$ cat src/rtl/mem_arbiter.sv
// Two-port round-robin arbiter and access sequencer for the core's single-port
// unified memory: one issue cycle per access, fixed read latency, read-return pulse.
module mem_arbiter #(
  parameter int unsigned ADDR_W      = 32,
  parameter int unsigned DATA_W      = 32,
  parameter int unsigned MEM_LATENCY = 1
) (
  input  logic                clk,
  input  logic                rst_n,
  input  logic                r0_req,
  input  logic                r0_we,
  input  logic [ADDR_W-1:0]   r0_addr,
  input  logic [DATA_W-1:0]   r0_wdata,
  input  logic [DATA_W/8-1:0] r0_wmask,
  output logic                r0_gnt,
  output logic                r0_rvalid,
  output logic [DATA_W-1:0]   r0_rdata,
  input  logic                r1_req,
  input  logic                r1_we,
  input  logic [ADDR_W-1:0]   r1_addr,
  input  logic [DATA_W-1:0]   r1_wdata,
  input  logic [DATA_W/8-1:0] r1_wmask,
  output logic                r1_gnt,
  output logic                r1_rvalid,
  output logic [DATA_W-1:0]   r1_rdata,
  output logic                mem_en,
  output logic                mem_we,
  output logic [ADDR_W-1:0]   mem_addr,
  output logic [DATA_W-1:0]   mem_wdata,
  output logic [DATA_W/8-1:0] mem_wmask,
  input  logic [DATA_W-1:0]   mem_rdata
);

  localparam int unsigned MASK_W = DATA_W / 8;
  localparam int unsigned CNT_W  = 3;

  typedef enum logic [1:0] {IDLE, ISSUE, WAIT} state_t;

  state_t             state;
  logic               last_grant;
  logic               winner;
  logic [CNT_W-1:0]   cnt;

  logic               sel_we_c;
  logic [ADDR_W-1:0]  sel_addr_c;
  logic [DATA_W-1:0]  sel_wdata_c;
  logic [MASK_W-1:0]  sel_wmask_c;

  // Grant only in IDLE; on a tie the port that did not win last time goes first.
  always_comb begin
    r0_gnt = 1'b0;
    r1_gnt = 1'b0;
    if (state == IDLE) begin
      r0_gnt = r0_req & (~r1_req | last_grant);
      r1_gnt = r1_req & (~r0_req | ~last_grant);
    end
  end

  always_comb begin
    sel_we_c    = r0_we;
    sel_addr_c  = r0_addr;
    sel_wdata_c = r0_wdata;
    sel_wmask_c = r0_wmask;
    if (r1_gnt) begin
      sel_we_c    = r1_we;
      sel_addr_c  = r1_addr;
      sel_wdata_c = r1_wdata;
      sel_wmask_c = r1_wmask;
    end
  end

  always_ff @(posedge clk or negedge rst_n) begin
    if (!rst_n) begin
      state      <= IDLE;
      last_grant <= 1'b1;
      winner     <= 1'b0;
      cnt        <= '0;
      r0_rvalid  <= 1'b0;
      r1_rvalid  <= 1'b0;
      r0_rdata   <= '0;
      r1_rdata   <= '0;
      mem_en     <= 1'b0;
      mem_we     <= 1'b0;
      mem_addr   <= '0;
      mem_wdata  <= '0;
      mem_wmask  <= '0;
    end else begin
      r0_rvalid <= 1'b0;
      r1_rvalid <= 1'b0;
      case (state)
        IDLE: begin
          if (r0_gnt || r1_gnt) begin
            winner     <= r1_gnt;
            last_grant <= r1_gnt;
            mem_en     <= 1'b1;
            mem_we     <= sel_we_c;
            mem_addr   <= sel_addr_c;
            mem_wdata  <= sel_wdata_c;
            mem_wmask  <= sel_we_c ? sel_wmask_c : '0;
            state      <= ISSUE;
          end
        end
        ISSUE: begin
          mem_en    <= 1'b0;
          mem_we    <= 1'b0;
          mem_wmask <= '0;
          if (mem_we) begin
            state <= IDLE;
          end else begin
            cnt   <= CNT_W'(1);
            state <= WAIT;
          end
        end
        WAIT: begin
          // mem_rdata is valid exactly when the counter reaches the latency
          if (cnt == CNT_W'(MEM_LATENCY)) begin
            if (winner) begin
              r1_rdata  <= mem_rdata;
              r1_rvalid <= 1'b1;
            end else begin
              r0_rdata  <= mem_rdata;
              r0_rvalid <= 1'b1;
            end
            cnt   <= '0;
            state <= IDLE;
          end else begin
            cnt <= cnt + CNT_W'(1);
          end
        end
        default: state <= IDLE;
      endcase
    end
  end

endmodule

$ cat config.mk
export PLATFORM = sky130hd
export DESIGN_NAME = mem_arbiter
export DESIGN_NICKNAME = d
export VERILOG_FILES = /design/src/rtl/mem_arbiter.sv
export SDC_FILE = /design/constraint.sdc
export NUM_CORES = 1
export LEC_CHECK = 0
export ABC_CLOCK_PERIOD_IN_PS = 3000
export CORE_ASPECT_RATIO = 1.1
export CORE_UTILIZATION = 25
export DETAILED_ROUTE_END_ITERATION = 16
export PLACE_DENSITY_LB_ADDON = 0.15
export SYNTH_ARGS = -nofsm -noshare
export SYNTH_HDL_FRONTEND = slang
export SYNTH_SLANG_ARGS = --single-unit
$ cat constraint.sdc
create_clock -name clk -period 3 [get_ports clk]
set_clock_uncertainty 0.1 [all_clocks]
set_input_delay 0.45 -clock clk [delete_from_list [all_inputs] [get_ports clk]]
set_output_delay 0.45 -clock clk [all_outputs]
set_load 0.1 [all_outputs]
==> impl_metrics.py, run 1 <==
metrics = {
    "critical_path": {
        "reg2regPathDepth": 4,
        "cp-start-kind": "flop",
        "worstPathArrival_ps": 1890,
        "critPathCaptureType": "output port",
        "cp.required_ps": 2450,
        "cp_max_fo": 19,
        "path_class": "flop to output port",
    },
    "synthesis": {
        "syn_area_mm2": 0.006067,
        "synth-edff-count": 0,
        "synth-main-ff-cell": "dfrtp_1",
        "syn-num-nets": 740,
        "ys_seq_elements": 143,
        "synth_top_area_share_pct": 58.57,
        "syn-instance-count": 566,
        "syn_avg_cell_area_um2": 10.72,
        "ys_seq_area_share_pct": 59.00,
        "synthArstFlopShare_pct": 100.0,
        "synth_area_leader_cell": "dfrtp_1",
        "yosysWarnings": 0,
        "synthTopCellsByArea": "dfrtp_1 59%, mux2_2 12%, nand2_1 8.2%",
        "synth.distinct_cells": 35,
    },
    "timing": {
        "fin_ws_ps": 555.1,
        "slew_headroom_pct": 47.56,
        "holdWs_ps": 406.3,
        "min_period_ps": 2445,
        "setup_viol": 0,
        "fin_crit_sh_pct": 81.50,
        "rsz0062_at_grt": "false",
        "fmaxAchievable_mhz": 409.0,
        "max_slew.worst_pin.slew_ps": 776.0,
        "finalHoldViolCount": 0,
        "slew_viol_final": 0,
        "finalSetupTns_ps": 0,
    },
    "global_routing": {
        "grt_pass1_vias": 5623,
        "grt_pass1_wl_mm": 31.24,
        "use_met3_pct": 6.566,
        "grt.overflow.total": 0,
        "antenna_found_initial": 0,
        "grt.busiest_layer": "met2",
        "grtUsageMet2_pct": 26.43,
        "met1_usage_pct": 20.00,
        "grt.total_usage_pct": 16.48,
        "grt_max_degree": 67,
    },
    "placed_design": {
        "pre_cts_ws_ps": 519.3,
        "gp_congestion": 0.7371,
        "io_buffers": 311,
        "dp.cells": 1151,
        "dp_hpwl_mm": 13.84,
    },
    "die": {
        "die_h_um": 165.4,
        "num_io_pins": 312,
        "dieArea_mm2": 0.02490,
        "row_count": 59,
        "dieWidth_um": 150.5,
        "initial_core_util_pct": 25.52,
        "fp.coreArea_mm2": 0.02377,
    },
    "flow_run": {
        "drv_cap": 0,
    },
    "hold_path": {
        "min_path_cells": 1,
        "hold_class": "flop to flop",
    },
    "layout": {
        "area_growth_pct": 61.97,
        "finalNonFillerCells": 1185,
        "n_fill_cell": 2369,
        "fin_nets": 1040,
        "drive_gt1_share_pct": 29.35,
    },
    "detailed_routing": {
        "vias": 5480,
        "routedWlPerCell_um": 17.10,
        "dr.pass1.iters": 4,
        "routed_wl_mm": 20.26,
        "drtIter0Drc": 161,
        "drtAntennaViolNets": 0,
        "drc": 0,
        "vias_per_cell": 4.624,
    },
    "clock_network": {
        "cts_root_buf": "clkbuf_16",
        "cts_made_buffers": 17,
        "cts_resized": 0,
        "clk_pin_slew_worst_paths_ps": 70,
        "clockBufferDepth": 2,
        "worstSkewPairLatency_ps": 420,
        "cts.sinks": 143,
        "cts_max_level": 4,
        "cts_tree": "yes",
    },
    "run_status": {
        "status": "complete, no violations",
    },
}
-- worst max-delay path: stages (launching register included) --
cell     delay (ps)
dfrtp_1         390
buf_4           210
nor2_4          130
buf_4           280
and3_1          270
buf_12          190
-- registers in the layout, indices dropped and copies added, names as in the netlist --
| register | cells |
|---|---|
| mem_addr | 32 |
| mem_wdata | 32 |
| r0_rdata | 32 |
| r1_rdata | 32 |
| mem_wmask | 4 |
| cnt | 3 |
| state | 2 |
| last_grant | 1 |
| mem_en | 1 |
| mem_we | 1 |
| r0_rvalid | 1 |
| r1_rvalid | 1 |
| winner | 1 |
-- per-stage QoR --
stage	instance area (um^2)	util (%)
floorplan	6072	-
detailed placement	9213	38.76
global route	9824	41.33
finish	9827	41.34
CTS	9824	41.33
global placement	9213	38.76
-- cell usage after synthesis, drive strengths merged, types with 2 or more instances --
cell type,instances
a21oi,67
a31oi,65
nor3,3
nand3,11
nand4,4
nor3b,2
and3,2
inv,3
nor2,3
o21ai,6
nand2b,2
buf,25
clkbuf,20
nand3b,2
dfrtp,142
mux2,64
nand2,132
-- kinds of logic after synthesis --
group           count (synthesis)  share of synthesized area (%)
compound gates                144                          13.55
buf+inv                        48                          3.856
flops                         143                          59.00
mux                            64                          11.88
simple gates                  167                          11.71
-- area by class of cell --
type	count	area [um^2]	area share (%)
diodes	1	2.502	0.02546
clock buffers	18	439.2	4.469
clock inverters	14	162.7	1.655
inverters	3	11.26	0.1146
multi-input cells	375	2278	23.19
flip-flops and latches	143	3580	36.43
well taps	305	381.6	3.883
repair buffers	326	2972	30.24
-- path summary, 6_finish.rpt --
kind                       slack [ps]                        to                startpoint
min in group asynchronous         510  r0_rdata[27]$_DFFE_PN0P_                     rst_n
setup reg to reg                  970  r0_rdata[17]$_DFFE_PN0P_      state[0]$_DFFE_PN0P_
setup / recovery                  560                    r0_gnt      state[1]$_DFFE_PN0P_
hold reg to reg                   410  r0_rdata[10]$_DFFE_PN0P_  r0_rdata[10]$_DFFE_PN0P_
hold / removal                    410  r0_rdata[10]$_DFFE_PN0P_  r0_rdata[10]$_DFFE_PN0P_
max in group asynchronous        1460  r1_rdata[29]$_DFFE_PN0P_                     rst_n
-- per-layer routing --
metal,part of all wire [%],wire [um]
met2,47,9623
met4,1.4,276
met1,40,8103
met3,11,2259
met5,0,0
-- placed cells by master (no fill, tap or decap), types with 2 or more instances in the layout --
| cell type | Yosys | layout |
|---|---|---|
| a31oi_1 | 65 | 65 |
| nand2b_1 | 2 | 2 |
| inv_6 | 0 | 4 |
| mux2_2 | 64 | 64 |
| o21ai_0 | 6 | 6 |
| nand4_1 | 4 | 4 |
| a21oi_1 | 67 | 67 |
| nand3_1 | 11 | 11 |
| dfrtp_1 | 142 | 142 |
| nor3_1 | 3 | 2 |
| buf_12 | 0 | 7 |
| clkinv_4 | 0 | 2 |
| clkdlybuf4s50_1 | 0 | 172 |
| and3_1 | 2 | 2 |
| inv_1 | 3 | 3 |
| nor2_1 | 3 | 2 |
| inv_8 | 0 | 5 |
| clkbuf_16 | 0 | 17 |
| buf_4 | 4 | 145 |
| nand2_1 | 132 | 132 |
-- what timing repair did --
action | in CTS | in global routing
buffers inserted | 0 | 0
endpoints found under the hold margin | 63 | 0
hold buffers | 1 | 0
Power of run 1 is not shown: default switching activity piles up to over one toggle a cycle in this logic, so the estimate is an artifact.
==> run 2, diff against run 1 <==
--- a/config.mk
+++ b/config.mk
@@ -5,7 +5,7 @@
 export SDC_FILE = /design/constraint.sdc
 export NUM_CORES = 1
 export LEC_CHECK = 0
-export ABC_CLOCK_PERIOD_IN_PS = 3000
+export ABC_CLOCK_PERIOD_IN_PS = 2500
 export CORE_ASPECT_RATIO = 1.1
 export CORE_UTILIZATION = 25
 export DETAILED_ROUTE_END_ITERATION = 16
==> constraint.sdc (replaced) <==
create_clock -name clk -period 2.5 [get_ports clk]
set_clock_uncertainty 0.1 [all_clocks]
set_input_delay 0.375 -clock clk [delete_from_list [all_inputs] [get_ports clk]]
set_output_delay 0.375 -clock clk [all_outputs]
set_load 0.1 [all_outputs]
==> run 2 against run 1 <==
Compared with the run above:
- final cell count rose by 0.42%
- first-iteration DRC count shrank 5.6%
- largest cell class unchanged
- routed wire length rose by 0.73%
- highest routed layer unchanged
==> impl_metrics.py, run 2 (same netlist as run 1, synthesis figures left out) <==
metrics = {
    "clock_network": {
        "cts_made_buffers": 17,
        "cts_setup_buffers": 0,
        "worstSkewPairLatency_ps": 420,
        "clockBufferDepth": 2,
        "cts_tree": "yes",
        "cts_root_buf": "clkbuf_16",
        "clk_pin_slew_worst_paths_ps": 70,
        "cts_resized": 0,
        "cts.sinks": 143,
        "cts_max_level": 4,
    },
    "detailed_routing": {
        "drc": 0,
        "vias_per_cell": 4.590,
        "routed_wl_mm": 20.41,
        "drtAntennaViolNets": 0,
        "routedWlPerCell_um": 17.15,
        "drtIter0Drc": 152,
        "dr.pass1.iters": 4,
        "vias": 5462,
    },
    "layout": {
        "area_growth_pct": 63.44,
        "n_fill_cell": 2410,
        "drive_gt1_share_pct": 29.64,
        "layout_commonest_cell": "clkdlybuf4s50_1",
        "final_cell_mix": "172 x clkdlybuf4s50_1, 146 x buf_4, 142 x dfrtp_1, 132 x nand2_1, 67 x a21oi_1",
        "fin_nets": 1045,
    },
    "timing": {
        "min_period_ps": 2162,
        "rsz0062_at_grt": "false",
        "slew_headroom_pct": 61.17,
        "holdWs_ps": 397.9,
        "slew_viol_final": 0,
        "max_slew.worst_pin.slew_ps": 582.4,
        "setup_viol": 0,
        "finalHoldViolCount": 0,
        "finalSetupTns_ps": 0,
        "fin_crit_sh_pct": 86.47,
        "fmaxAchievable_mhz": 462.6,
    },
    "die": {
        "row_count": 59,
        "dieWidth_um": 150.5,
        "die_h_um": 165.4,
        "initial_core_util_pct": 25.52,
        "fp.coreArea_mm2": 0.02377,
        "dieArea_mm2": 0.02490,
        "num_io_pins": 312,
    },
    "critical_path": {
        "worstPathArrival_ps": 1690,
        "reg2regPathDepth": 5,
        "cp.depth": 3,
        "path_class": "flop to output port",
        "cp.required_ps": 2030,
        "cp_num_buf_inv": 1,
        "critPathCaptureType": "output port",
        "crit_path_top_delay_cell": "dfstp_2",
        "cp_cell_sequence": "nand2b_1 > and3_1 > buf_12",
        "cp_slowest_stage_delay_ps": 590,
        "cp_top_family": "flip-flops",
        "cp-start-kind": "flop",
        "cp_max_fo": 6,
    },
    "hold_path": {
        "hold_class": "input pin to asynchronous set/reset pin",
    },
    "placed_design": {
        "gp_congestion": 0.7386,
        "dp_hpwl_mm": 14.14,
        "io_buffers": 311,
    },
    "global_routing": {
        "grt_max_degree": 66,
        "grt.total_usage_pct": 16.49,
        "grt_pass1_wl_mm": 31.24,
        "grt.overflow.total": 0,
        "antenna_found_initial": 0,
        "grt_pass1_vias": 5526,
    },
    "flow_run": {
        "drv_cap": 0,
    },
    "run_status": {
        "status": "complete, no violations",
    },
}
run 2: cell count changes in the layout (fill, tap and decap cells not counted), sizes merged:
cell | before | now
clkinvlp | 1 | 2
bufinv | 1 | 2
buf | 153 | 158
inv | 12 | 10
run 2: what timing repair did:
item | in CTS | in global routing
hold buffers | 1 | 0
setup endpoints to repair | 0 | 0
endpoints found under the hold margin | 50 | 0
run 2: stage by stage:
stage | area, um^2 | cells | util, % | setup slack, ps
3_3_place_gp | 9300 | 1156 | 39.13 | 288.7
6_report | 9916 | 1190 | 41.71 | 338.3
3_5_place_dp | 9300 | 1156 | 39.13 | 260.8
4_1_cts | 9913 | 1189 | 41.70 | 319.1
2_1_floorplan | 6072 | 566 | - | 68.97
5_1_grt | 9913 | 1189 | 41.70 | 244.6
run 2: worst paths after layout:
kind,endpoint,startpoint,slack (ps)
worst max register to register,mem_addr[2]$_DFFE_PN0P_,state[0]$_DFFE_PN0P_,580
worst min-delay path,r1_rdata[22]$_DFFE_PN0P_,rst_n,400
max in group asynchronous,mem_addr[9]$_DFFE_PN0P_,rst_n,1220
worst min register to register,r0_rdata[7]$_DFFE_PN0P_,r0_rdata[7]$_DFFE_PN0P_,400
min in group clk,r0_rdata[7]$_DFFE_PN0P_,r0_rdata[7]$_DFFE_PN0P_,400
worst max-delay path,r0_gnt,last_grant$_DFFE_PN1P_,340
run 2: area by class of cell:
cell class	count	area, um^2	area share, %
diodes	1	2.502	0.02524
clock buffers	18	429.2	4.328
clock inverters	14	173.9	1.754
inverters	3	11.26	0.1136
multi-input cells	375	2278	22.98
flip-flops and latches	143	3580	36.10
well taps	305	381.6	3.849
repair buffers	331	3059	30.85
run 2: per-layer routing:
layer	global-route usage (%)	part of all wire [%]
met1	20.32	42
met2	26.46	47
met3	6.181	10
met4	5.372	1.2
met5	0	0
Power of run 2 is left out for the same reason.
